===== config.mk =====
export PLATFORM = sky130hd
export DESIGN_NAME = high_pass_filter
export DESIGN_NICKNAME = d
export VERILOG_FILES = /design/src/rtl/audio_pkg.sv /design/src/rtl/sample_ring_buffer.sv /design/src/rtl/high_pass_filter.sv
export SDC_FILE = /design/constraint.sdc
export NUM_CORES = 1
export LEC_CHECK = 0
export CORE_ASPECT_RATIO = 1.75
export CORE_UTILIZATION = 54
export DETAILED_ROUTE_END_ITERATION = 8
export PLACE_DENSITY = 0.75
export SYNTH_ARGS = -nofsm -noshare
export SYNTH_HDL_FRONTEND = slang
export SYNTH_HIERARCHICAL = 1
export SYNTH_SLANG_ARGS = --single-unit

===== constraint.sdc =====
create_clock -name clk -period 15.5 [get_ports clk]
set_input_delay 3.1 -clock clk [delete_from_list [all_inputs] [get_ports clk]]
set_output_delay 3.1 -clock clk [all_outputs]
set_load 0.01 [all_outputs]

===== src/rtl/audio_pkg.sv =====
// ============================================================================
// Module      : audio_pkg
// Description : Shared audio-path definitions: sample width, sample type and
//               a saturation helper used by the filter stages.
// Revision    : 1.0 - initial release
// ============================================================================
`default_nettype none

package audio_pkg;

    localparam int SAMPLE_WIDTH = 16;

    typedef logic signed [SAMPLE_WIDTH-1:0] sample_t;

    // Clamp a signed value into the range of a width-bit two's-complement word.
    function automatic logic signed [31:0] saturate(
        input logic signed [31:0] value,
        input int                 width
    );
        logic signed [31:0] hi;
        logic signed [31:0] lo;
        hi = (32'sd1 <<< (width - 1)) - 32'sd1;
        lo = -hi - 32'sd1;
        if (value > hi) begin
            return hi;
        end else if (value < lo) begin
            return lo;
        end
        return value;
    endfunction

endpackage

`default_nettype wire


===== src/rtl/sample_ring_buffer.sv =====
// ============================================================================
// Module      : sample_ring_buffer
// Description : Delay line of 2^DEPTH_LOG2 words; exposes the oldest entry and
//               overwrites it with the new word on push. Async clear.
// Revision    : 1.0 - initial release
// ============================================================================
`default_nettype none

module sample_ring_buffer
    import audio_pkg::*;
#(
    parameter int DEPTH_LOG2 = 3,
    parameter int WIDTH      = SAMPLE_WIDTH
) (
    input  logic             clk,
    input  logic             rst_i,
    input  logic             push_i,
    input  logic [WIDTH-1:0] data_i,
    output logic [WIDTH-1:0] oldest_o
);

    localparam int DEPTH = 1 << DEPTH_LOG2;

    logic [WIDTH-1:0]      mem_q [DEPTH];
    logic [DEPTH_LOG2-1:0] ptr_q;

    always_ff @(posedge clk or posedge rst_i) begin
        if (rst_i) begin
            for (int i = 0; i < DEPTH; i++) begin
                mem_q[i] <= '0;
            end
            ptr_q <= '0;
        end else if (push_i) begin
            mem_q[ptr_q] <= data_i;
            ptr_q        <= ptr_q + 1'b1;
        end
    end

    // Combinational read of the slot about to be overwritten: read-before-write.
    assign oldest_o = mem_q[ptr_q];

endmodule

`default_nettype wire


===== src/rtl/high_pass_filter.sv =====
// ============================================================================
// Module      : high_pass_filter
// Description : Subtracts the N-sample moving average from each input sample,
//               saturating the result to the sample width.
// Revision    : 1.0 - initial release
// ============================================================================
`default_nettype none

module high_pass_filter
    import audio_pkg::*;
#(
    parameter int DATA_WIDTH  = SAMPLE_WIDTH,
    parameter int LOG2_WINDOW = 3
) (
    input  logic                         clk,
    input  logic                         reset,
    input  logic                         enable,
    input  logic signed [DATA_WIDTH-1:0] sample_in,
    output logic signed [DATA_WIDTH-1:0] sample_out,
    output logic                         out_valid,
    output logic                         primed
);

    localparam int N      = 1 << LOG2_WINDOW;
    localparam int SUM_W  = DATA_WIDTH + LOG2_WINDOW;
    localparam int FILL_W = LOG2_WINDOW + 1;

    logic signed [DATA_WIDTH-1:0] oldest;
    logic signed [SUM_W-1:0]      sum_q;
    logic signed [SUM_W-1:0]      sum_d;
    logic signed [SUM_W-1:0]      avg;
    logic signed [DATA_WIDTH:0]   diff;
    logic signed [DATA_WIDTH-1:0] sample_out_d;
    logic signed [DATA_WIDTH-1:0] sample_out_q;
    logic [FILL_W-1:0]            fill_q;
    logic [FILL_W-1:0]            fill_d;
    logic                         out_valid_q;
    logic                         primed_q;

    sample_ring_buffer #(
        .DEPTH_LOG2 (LOG2_WINDOW),
        .WIDTH      (DATA_WIDTH)
    ) u_ring (
        .clk      (clk),
        .rst_i    (reset),
        .push_i   (enable),
        .data_i   (sample_in),
        .oldest_o (oldest)
    );

    always_comb begin
        sum_d        = sum_q - SUM_W'(oldest) + SUM_W'(sample_in);
        avg          = sum_d >>> LOG2_WINDOW;
        diff         = (DATA_WIDTH+1)'(sample_in) - (DATA_WIDTH+1)'(avg);
        sample_out_d = DATA_WIDTH'(saturate(32'(diff), DATA_WIDTH));
        fill_d       = (fill_q == FILL_W'(N)) ? fill_q : fill_q + 1'b1;
    end

    always_ff @(posedge clk or posedge reset) begin
        if (reset) begin
            sum_q        <= '0;
            sample_out_q <= '0;
            fill_q       <= '0;
            out_valid_q  <= 1'b0;
            primed_q     <= 1'b0;
        end else begin
            out_valid_q <= enable;
            if (enable) begin
                sum_q        <= sum_d;
                sample_out_q <= sample_out_d;
                fill_q       <= fill_d;
                // Rises together with the output of the N-th sample.
                primed_q     <= primed_q | (fill_d == FILL_W'(N));
            end
        end
    end

    assign sample_out = sample_out_q;
    assign out_valid  = out_valid_q;
    assign primed     = primed_q;

endmodule

`default_nettype wire


# After elaboration in Yosys (flattened, before gate mapping)
# Index checks and enable logic that the tools add are counted.
op_classes:
  addsub: 5
  mul: 0
  div_mod_pow: 0
  magnitude_cmp: 4
  n_eq_ne: 2
  n_shift: 0
  mux: 12
  n_bitwise: 2
  reduce_logical: 1
op_table:
  columns: ["op", "count"]
  rows:
  - ["bitwise mux 128 bit", 1]
  - ["2-to-1 mux 16 bit", 6]
  - ["binary-select mux 16 bit (select 3 bit)", 1]
  - ["demux 16 bit (select 3 bit)", 1]
  - ["adder 19 x 16 -> 19 bit", 1]
  - ["subtractor 19 x 16 -> 19 bit", 1]
  - ["> comparator 17 x 16 -> 1 bit, second input constant", 1]
  - ["less-than comparator 17 x 16 -> 1 bit, second input constant", 1]
  - ["subtractor 16 x 16 -> 17 bit", 1]
  - ["equality test 4 bit, second input constant", 2]
  - ["adder 4 x 1 -> 4 bit, second input constant", 1]
  - [">= comparator 4 bit, second input constant", 1]
  - ["less-than comparator 4 x 1 -> 1 bit, second input constant", 1]
  - ["2-to-1 mux 4 bit", 1]
  - ["NOT 3 -> 4 bit", 1]
  - ["adder 3 x 1 -> 3 bit, second input constant", 1]
  - ["2-to-1 mux 1 bit", 2]
  - ["logical AND 1 bit", 1]
  - ["bitwise OR 1 bit", 1]
word_totals:
  register_bits: 172
  latchBits: 0
  ramBits: 0
  romBits: 0
  in_bits: 19
  n_memories: 0

# Depth between registers and ports, before layout
depth:
  ltp_word: 11
  mapped_depth: 28
  ltp_nobuf: 25

# Hierarchy
# The synthesis kept the hierarchy.
by_module_without_submodules:
  columns: ["mod", "instances", "cells_each", "area_per_inst_um2"]
  rows:
  - ["sample_ring_buffer", 1, 344, 6074.6]
  - ["high_pass_filter", 1, 480, 4180.3]

# Least setup slack after synthesis
# OpenSTA, ideal clock, no wires.
synth_path:
  kind: "input port to flip-flop"
  from: "input port sample_in[1]"
  to: "register sample_out_q[3] (netlist: sample_out[3])"
  setup_time_ns: 0.123
  t_arrival_ns: 7.666
  required_time_ns: 15.377
  setup_slack_ns: 7.711
  cell_stages: 22
  cell_sequence: "inv_1 fa_1 inv_1 ha_1 a211oi_2 o21bai_4 a21o_2 a21oi_1 xor2_1 ha_1 o21ai_0 a21oi_1 or2_1 maj3_2 a221o_1 o2111ai_2 o2111ai_2 a221o_1 xnor2_1 o21a_2 buf_6 a21oi_1"
synth_between:
  elab_chain_cells: 6
  elab_cells_between_ends: 8
  cone_classes: "2 x add/sub; 2 x order compare; 4 x mux"
synth_lines:
  columns: ["item", "line", "rtl"]
  rows:
  - ["start, declared", "high_pass_filter.sv:18", "input logic signed [DATA_WIDTH-1:0] sample_in,"]
  - ["adder 19 x 16 -> 19 bit", "high_pass_filter.sv:52", "sum_d = sum_q - SUM_W'(oldest) + SUM_W'(sample_in);"]
  - ["subtractor 16 x 16 -> 17 bit *", "high_pass_filter.sv:54", "diff = (DATA_WIDTH+1)'(sample_in) - (DATA_WIDTH+1)'(avg);"]
  - ["less-than comparator 17 x 16 -> 1 bit", "audio_pkg.sv:26", "end else if (value < lo) begin"]
  - ["2-to-1 mux 1 bit", "audio_pkg.sv:26", null]
  - ["2-to-1 mux 1 bit", "audio_pkg.sv:24", "if (value > hi) begin"]
  - ["2-to-1 mux 16 bit *", "audio_pkg.sv:29", "return value;"]
  - ["end signal, assigned", "high_pass_filter.sv:70", "sample_out_q <= sample_out_d;"]
  - ["end, declared", "high_pass_filter.sv:34", "logic signed [DATA_WIDTH-1:0] sample_out_q;"]
# Every way passes the cells marked *; elsewhere a longest branch is shown, timed or not.
# A chain may end at the register's enable or synchronous reset.

# Final worst setup path
layout_path:
  from: "input port sample_in[4]"
  to: "register sample_out_q[4] (netlist: sample_out[4])"
# Same word-level chain as after synthesis.

==> results by group <==
Clock tree
  • CTS tree: built
  • Root Buffer: clkbuf_16
  • CTS Sinks: 172
  • Post-CTS sizing: 0
  • H-tree Lvls: 4
  • Clk buf depth: 2
  • Clock Latency Late Sink: 0.43 ns
  • Cts bufs inserted: 17
  • # Post-CTS Setup Buffers: 0
  • Post-CTS Hold Buffers: 0
  • Clk pin slew, worst setup/hold paths: 0.07 ns

Layout
  • ANT cells: 0
  • FF+latch area: 0.00431 mm²
  • Area Growth Syn to Fin: 10.4%
  • Non-filler cells, final: 1,102
  • # fillers: 1,465
  • Area occupied by multi-input gates: 0.00539 mm²
  • Nets: 921
  • Layout cell share with drive strength beyond 1: 30.6%

Die
  • I/O pins: 37
  • Die ar.: 0.0196 mm²
  • Starting density of the core: 55.2%
  • Die Wd: 106 µm
  • CORE AREA: 0.0186 mm²
  • Die Span Y: 184 µm
  • Row count: 66

Detailed routing
  • Drt first-iter violations: 353
  • Vias: 6,404
  • DR WL/cell: 19.4 µm
  • ANT nets after route: 0
  • Vias per cell: 5.81
  • Total wire length: 21,300 µm
  • 1st-pass router iterations: 5
  • DRC viols: 0

Synthesis
  • Synth area leaders: dfrtp_1 (42%), mux2_2 (12%), mux4_2 (7.0%)
  • Number of synthesized register bits: 172
  • Synthesized area: 0.0103 mm²
  • Syn Inst Count: 824
  • Async set-or-reset flop fraction in the synthesized netlist: 100%
  • Syn_nets: 894
  • Area leader, netlist: dfrtp_1
  • Sequential area share after synthesis: 42.0%
  • Number of enable flip-flop cells after synthesis: 0
  • Post-synth top area share: 42.0%
  • Synth unique cells: 79
  • Top_reg_cell synth: dfrtp_1
  • Synth warn: 6
  • Syn_area_per_cell: 12.4 µm²

STA
  • Setup Skew: 0.0119 ns
  • Final hold violations: 0
  • Max Slew Vio Count: 0
  • # setup viols final: 0
  • Slew HR: 25.9%
  • Max Freq: 0.113 GHz
  • RSZ-0062 raised after global routing: no
  • Setup_tns: 0 ns
  • Tcrit/Tclk final: 57.2%
  • Worst Max-Slew Pin Slew: 1.11 ns
  • Final Critical Period: 8.87 ns

Worst setup path
  • Critical Path Source: sample_in[4]
  • CP peak stage delay: 0.72 ns
  • R2r endpoint: sample_out[4]
  • Req. time, crit path: 15.84 ns
  • R2R Path Start: u_ring/ptr_q[0]
  • Reg2reg setup slack: 8.16 ns
  • Crit end category: flop
  • Slowest cell on the critical path: clkdlybuf4s50_1
  • Crit path to: sample_out[4]
  • Setup CP Type: primary input to flop
  • Reg2Reg Depth: 25
  • Element type at the critical path start: primary input
  • CP Cell Sequence: clkdlybuf4s50_1 -> inv_1 -> fa_1 -> inv_1 -> ha_1 -> a21o_1 -> a21oi_1 -> nand2_1 -> a21o_1 -> a21oi_1 -> xor2_1 -> ha_1 -> o21ai_0 -> a21oi_1 -> or2_1 -> maj3_2 -> a221o_1 -> o2111ai_2 -> o2111ai_2 -> a221o_1 -> xnor2_1 -> buf_4 -> nand3_1 -> a21oi_1
  • Most numerous cell on the critical path: a21oi_1
  • WP data arrival: 9.21 ns
  • Worst Path Max Fanout: 10

Place
  • # placed instances: 1,070
  • Port bufs: 36
  • Routability congestion estimate: 0.873
  • DP HPWL: 14,700 µm

Worst hold path
  • Hold WC Path Type: flop to flop

Global routing
  • Tot GR Track Use: 24.1%
  • Gr ovfl total: 0
  • Initial antenna violation count: 0
  • First-pass GRT wire length: 35,800 µm
  • Vias in the first global route: 6,881
  • Largest net degree at the start of global routing: 80

Flow run
  • Total of max-cap violations: 0

Run status
  • Run status: completed
## kinds of logic (layout without fill, tap and decap cells)
kind of cell / after synthesis / count (layout) / synth area share (%)
simple gates: 128 / 128 / 7.42
xor+xnor: 34 / 34 / 2.98
flops: 172 / 172 / 42.0
fa+ha+maj: 55 / 55 / 8.03
compound gates: 116 / 116 / 8.59
mux: 194 / 194 / 25.4
buf+inv: 125 / 165 / 5.65
## state kept, by name, summed over array words and instances (netlist names)
signal / count
u_ring/mem_q: 128
out_valid: 1
u_ring/ptr_q: 3
primed: 1
sample_out: 16
fill_q: 4
sum_q: 19
## cell usage after synthesis, types with 3 or more instances
cell type  count
a21oi_1       28
nor3_1         7
dfrtp_1      172
buf_2         10
or3_1          4
xor2_1        13
mux2_1        17
nand2_2        9
mux4_2        32
fa_1          19
clkbuf_1       7
nand2_1       24
nand4b_4       3
o211ai_1       6
nand2b_1       3
ha_1          32
inv_1         89
nor2b_1        7
nor2_1        35
a21o_1         7
a21oi_2       12
nand4_1        3
nand3_1        7
and2_1         3
buf_1          3
mux2_2       110
buf_4          7
xnor2_1       20
o21ai_0       19
mux2i_1       15
o21a_1         5
buf_6          8
o21ba_2        3
mux2_4        20
## routing by layer
layer | GRT usage, % | vias to the layer above | wire length [µm]
met4 | 8.22 | 0 | 460
li1 | - | 2963 | -
met1 | 29.2 | 3320 | 8930
met5 | 0 | - | 0
met2 | 43.5 | 92 | 11500
met3 | 3.47 | 29 | 434
## worst max-delay path: cells and delay by family
kind,cells,cell delay [ns]
AO/OA/AOI/OAI,11,2.12
XOR/XNOR,2,0.71
buffers and inverters,4,1.20
AND/OR/NAND/NOR,3,0.52
adder cells (fa/ha/maj),4,1.53
## layout make-up
cell class / instances / area share [%]
Tap cell: 238 / 2.63
Clock inverter: 15 / 1.39
Inverter: 89 / 2.97
Sequential cell: 172 / 38.0
Clock buffer: 17 / 3.76
Timing Repair Buffer: 44 / 3.67
Multi-Input combinational cell: 527 / 47.6
## layout by cell type, fill, tap and decap left out, drive strengths merged, types with 8 or more instances in the layout
cell type / Yosys / routed
dfrtp: 172 / 172
mux2: 147 / 147
inv: 89 / 95
a21oi: 40 / 40
nor2: 35 / 35
clkdlybuf4s50: 0 / 35
nand2: 33 / 33
ha: 32 / 32
mux4: 32 / 32
xnor2: 21 / 21
o21ai: 20 / 20
fa: 19 / 19
clkbuf: 7 / 17
mux2i: 15 / 15
xor2: 13 / 13
buf: 29 / 9
nand3: 9 / 9
a21o: 8 / 8
nor3: 8 / 8
## per-stage QoR
stage          worst slack (ns)  hold slack, ns  area [µm²]  utilization [%]
2_1_floorplan              7.71           0.453       10300                -
3_3_place_gp               6.36           0.463       10700             57.8
3_5_place_dp               6.24           0.457       10700             57.8
4_1_cts                    6.66           0.475       11300             61.0
5_1_grt                    6.24           0.481       11300             61.0
6_report                   6.63           0.472       11300             61.0
## worst min path at each step
stage	cells past startpoint	slack (ns)	start	to
2_1_floorplan	1	0.45	u_ring/mem_q[112]	u_ring/mem_q[112]
3_3_place_gp	1	0.46	u_ring/mem_q[112]	u_ring/mem_q[112]
3_5_place_dp	1	0.46	primed	primed
4_1_cts	1	0.48	primed	primed
5_1_grt	1	0.48	primed	primed
6_report	1	0.47	primed	primed
Power is not shown: default switching activity piles up to over one toggle a cycle in this logic, so the estimate is an artifact.
==> RTL edit 1, RTL diff (same flow settings) <==
Change the parameter `LOG2_WINDOW` from 3 to 2.
--- a/src/rtl/high_pass_filter.sv
+++ b/src/rtl/high_pass_filter.sv
@@ -10,7 +10,7 @@
     import audio_pkg::*;
 #(
     parameter int DATA_WIDTH  = SAMPLE_WIDTH,
-    parameter int LOG2_WINDOW = 3
+    parameter int LOG2_WINDOW = 2
 ) (
     input  logic                         clk,
     input  logic                         reset,
Check against the original RTL: not equivalent (a bounded check fails within 4 cycles, from zero or initial values and one cycle with reset high).
==> RTL edit 1 against the original RTL <==
  * Worst setup slack better by 0.38 ns
  * Synthesized area shrank 28%
  * Design area shrank 28%
  * Wire length shrank 27%
  * Sequential cell count down 67
  * Synthesized cell count fell by 20%
  * Critical path depth down 3
  * Maximum frequency rose by 4.5%
Power is not shown: default switching activity piles up to over one toggle a cycle in this logic, so the estimate is an artifact.
==> RTL edit 1: results <==
[final_layout]
num-nets-final = 757
drive_gt1_frac = 0.192
largest_reg_flops = 64
top_register = "u_ring/mem_q"
n_antenna_cell = 0

[worst_setup_path]
reg2reg_depth = 20
timing.rr.end = "sample_out[2]"
r2r_slack_ns = 9.27
cp_max_fo = 19
path_delay_family = "compound AO/OA/AOI/OAI gates"
timing.rr.start = "u_ring/ptr_q[1]"
crit_slowest_cell = "clkdlybuf4s50_1"
cp_slowest_stage_delay_ns = 0.66

[yosys]
yosys-top-cells-count = "105 x dfrtp_1, 83 x inv_1, 41 x mux2_4"
syn-num-nets = 728
synth_compound_area_frac = 0.150
yosys_warnings = 6
yosys.area_share.xor_xnor = 0.0334
ys.flop_type = "dfrtp_1"
synth_area_leaders = "dfrtp_1 36%, mux2_4 8.4%, ha_1 6.0%"
async_flop_share = 1.00
synthMuxAreaShare = 0.193
synth_fa_ha_area_frac = 0.109
ys_seq_area_frac = 0.358
synth_cell_types = 81

[worst_hold_path]
min_to = "primed"
holdCritStartpoint = "primed"
hold_path_class = "register to register"
min_path_cells = 2

[routing]
dr.pass1.iters = 4
vias = 5123
wire_per_inst_um = 18.0
drt-initial-drc-count = 249

[global_routing]
grt_start_max_net_pins = 69
grt_pass1_wl_mm = 26.5
track_usage = 0.237
grt_pass1_vias = 5402
antenna_found_initial = 0

[placed_design]
gp_congestion = 0.947
placed_cell_area_mm2 = 0.00779
dp_worst_setup_slack_ns = 6.66
hpwl_mm = 11.6
numPortBuffers = 36

[cts]
clk_latency_ns = 0.35
cts_root_buf = "clkbuf_16"
cts_setup_buffers = 0
cts_made_buffers = 9
cts_resized = 0
clkTransAtPathRegs_ns = 0.07
cts_max_level = 3
clockBufferDepth = 2

[sta]
whs_ns = 0.486
relSlewSlack = 0.396
tns_ns = 0
clock-skew-final_ns = 0.00731

[status]
status = "complete, no violations"
RTL edit 1: metrics by stage:
stage | util | cells
6_report | 0.611 | 863
5_1_grt | 0.611 | 863
4_1_cts | 0.611 | 863
3_5_place_dp | 0.585 | 848
3_3_place_gp | 0.585 | 848
2_1_floorplan | - | 656
RTL edit 1: layer usage:
layer  track usage  wire [µm]  up-vias  share of wire
met5             0          0        -              0
met4         0.102        452        0          0.029
met3        0.0288        363       34          0.023
met2         0.439       8410      110           0.54
met1         0.273       6320     2585           0.41
li1              -          -     2394              -
RTL edit 1: worst register-to-register path, delay by kind of cell, from the launching register on:
family | cells | cell delay, ns
compound gates | 12 | 2.80
fa+ha+maj | 3 | 1.26
flops | 1 | 0.93
simple gates | 2 | 0.51
mux | 1 | 0.44
xor+xnor | 1 | 0.11
buf+inv | 1 | 0.06
RTL edit 1: worst max-delay path by stage:
stage | start | end | slack, ns | cells past startpoint
after CTS | sample_in[7] | sample_out[2] | 7.08 | 21
after detailed placement | sample_in[7] | sample_out[2] | 6.66 | 21
after global routing | sample_in[7] | sample_out[2] | 6.72 | 21
after floorplan | sample_in[1] | sample_out[14] | 8.12 | 19
final | sample_in[7] | sample_out[2] | 7.01 | 21
after global placement | sample_in[7] | sample_out[2] | 6.84 | 21
RTL edit 1: layout make-up:
type	instances	area, µm²
clock buffer	10	239
clock inverter	5	104
fill	1112	5180
inverter	83	312
multi-input combinational	446	4240
sequential	105	2630
tap	174	218
timing repair buffer	40	385
RTL edit 1: kinds of logic (layout without fill, tap and decap cells):
kind of cell / Yosys count / after routing
muxes: 95 / 95
AOI/OAI and AO/OA: 141 / 141
xor gates and xnor gates: 28 / 28
DFF: 105 / 105
and+or+nand+nor: 129 / 129
adders and majority gates: 53 / 53
buffers and inverters: 105 / 138
==> RTL edit 2, RTL diff (config.mk and constraints unchanged) <==
Made on the original files. Remove the register `out_valid_q`: a continuous assignment takes its place, so the output `out_valid` follows one clock earlier.
--- a/src/rtl/high_pass_filter.sv
+++ b/src/rtl/high_pass_filter.sv
@@ -61,10 +61,8 @@
             sum_q        <= '0;
             sample_out_q <= '0;
             fill_q       <= '0;
-            out_valid_q  <= 1'b0;
             primed_q     <= 1'b0;
         end else begin
-            out_valid_q <= enable;
             if (enable) begin
                 sum_q        <= sum_d;
                 sample_out_q <= sample_out_d;
@@ -75,6 +73,8 @@
         end
     end
 
+    assign out_valid_q = enable;
+
     assign sample_out = sample_out_q;
     assign out_valid  = out_valid_q;
     assign primed     = primed_q;
Function: changed (a bounded check fails within 4 cycles, from zero or initial values and one cycle with reset high).
==> RTL edit 2 against the original RTL <==
  * Die area is 1.1% higher
  * Synthesized cell count is 2.2% higher
  * Design area is 0.95% higher
  * Cell count is 1.2% higher
  * Worst setup slack better by 0.21 ns
  * Count of clock-buffer cells in the layout is 6 higher
  * Sequential cell count is 1 lower
  * Wire length is 4.5% higher
  * Via count is 3.6% higher
  * Synthesized area is 1.1% higher
  * Highest routed layer unchanged
Power is left out: the tool's default activity adds up to more than one toggle a clock period on the data nets, which glitch-free logic cannot reach.
==> RTL edit 2: results <==
[status]
status = "complete, no violations"

[global_routing]
grt_pass1_vias = 7354
grt_start_max_net_pins = 77
antenna_found_initial = 0
grt_pass1_wl_mm = 37.6
met2_usage = 0.451
grt_use_met3 = 0.0436
track_usage = 0.249
use_met1 = 0.284

[cts]
cts_made_buffers = 17
clockBufferDepth = 2
cts_root_buf = "clkbuf_16"
cts_resized = 0
clk_latency_ns = 0.43
clkTransAtPathRegs_ns = 0.07
cts_setup_buffers = 0
cts_max_level = 4

[final_layout]
top_register = "u_ring/mem_q"
n_antenna_cell = 0
fill_cells = 1478
largest_reg_flops = 128
drive_gt1_frac = 0.274
num-nets-final = 936

[routing]
drt-initial-drc-count = 303
wirelength_mm = 22.3
dr.pass1.iters = 4
vias = 6637

[yosys]
synth_cell_types = 77
async_flop_share = 1.00
ys_seq_area_frac = 0.413
yosys-top-cells-count = "171 x dfrtp_1, 111 x mux2_2, 98 x inv_1"
synth_area_leaders = "dfrtp_1 41%, mux2_2 12%, mux4_2 7.0%"
yosys_warnings = 6
syn-num-nets = 912

[placed_design]
gp_congestion = 0.925
numPortBuffers = 36
hpwl_mm = 15.6

[worst_setup_path]
crit_slowest_cell = "clkdlybuf4s50_1"
cp_max_fo = 13
cp_slowest_stage_delay_ns = 0.74
arrival_ns = 9.00
path_delay_family = "compound AO/OA/AOI/OAI gates"

[worst_hold_path]
hold_path_class = "register to register"

[sta]
clock-skew-final_ns = 0.0129
relSlewSlack = 0.285
## RTL edit 2: changes by cell type after synthesis, sizes merged, moves of 5 or more
cell / unedited run / this run
o21ai: 20 / 28
nor2: 35 / 27
nand2b: 3 / 9
xnor2: 21 / 29
a21oi: 40 / 28
xor2: 13 / 8
inv: 89 / 98
o221ai: 0 / 15
## RTL edit 2: through the flow
step                instances  cell area (µm²)  hold WS, ns  setup slack, ns   util
floorplan                 842            10400        0.453             7.90      -
global placement         1085            10800        0.451             6.54  0.581
detailed placement       1085            10800        0.451             6.44  0.581
CTS                      1115            11400        0.470             6.85  0.613
global route             1115            11400        0.491             6.35  0.613
finish                   1115            11400        0.467             6.84  0.613
## RTL edit 2: final timing paths
path	slack [ns]	to	start	depth (start not counted)
worst max-delay path	6.84	sample_out[14]	sample_in[1]	22
worst min-delay path	0.47	primed	primed	2
worst max register to register	8.34	sample_out[14]	u_ring/ptr_q[0]	22
worst min register to register	0.47	primed	primed	2
max in group asynchronous	10.83	u_ring/ptr_q[2]	reset	3
min in group asynchronous	3.19	u_ring/mem_q[7]	reset	2
## RTL edit 2: worst min-delay path: cells and delay by family, from the launching register on
kind,cells,cell delay (ns)
AOI/OAI and AO/OA,1,0.05
DFF,1,0.34
buffers and inverters,1,0.05
## RTL edit 2: kinds of logic after synthesis
family | after synthesis | synth area share
flip-flops | 171 | 0.413
XOR/XNOR | 37 | 0.0320
adder cells (fa/ha/maj) | 53 | 0.0773
multiplexers | 193 | 0.251
AND/OR/NAND/NOR | 120 | 0.0686
AO/OA/AOI/OAI | 130 | 0.0971
buffers and inverters | 138 | 0.0617
## RTL edit 2: final cells by class
| cell class | instances | area, µm² | share of cell area |
|---|---|---|---|
| clock buffer | 23 | 458 | 0.0401 |
| timing repair buffer | 45 | 423 | 0.0370 |
| inverter | 98 | 370 | 0.0324 |
| sequential | 171 | 4280 | 0.374 |
| tap | 238 | 298 | 0.0260 |
| clock inverter | 7 | 141 | 0.0124 |
| multi-input combinational | 533 | 5460 | 0.478 |
## RTL edit 2: layer usage
layer	wire length [µm]	up-vias
met5	0	-
met2	12300	104
met1	8960	3450
li1	-	3044
met4	590	0
met3	486	39
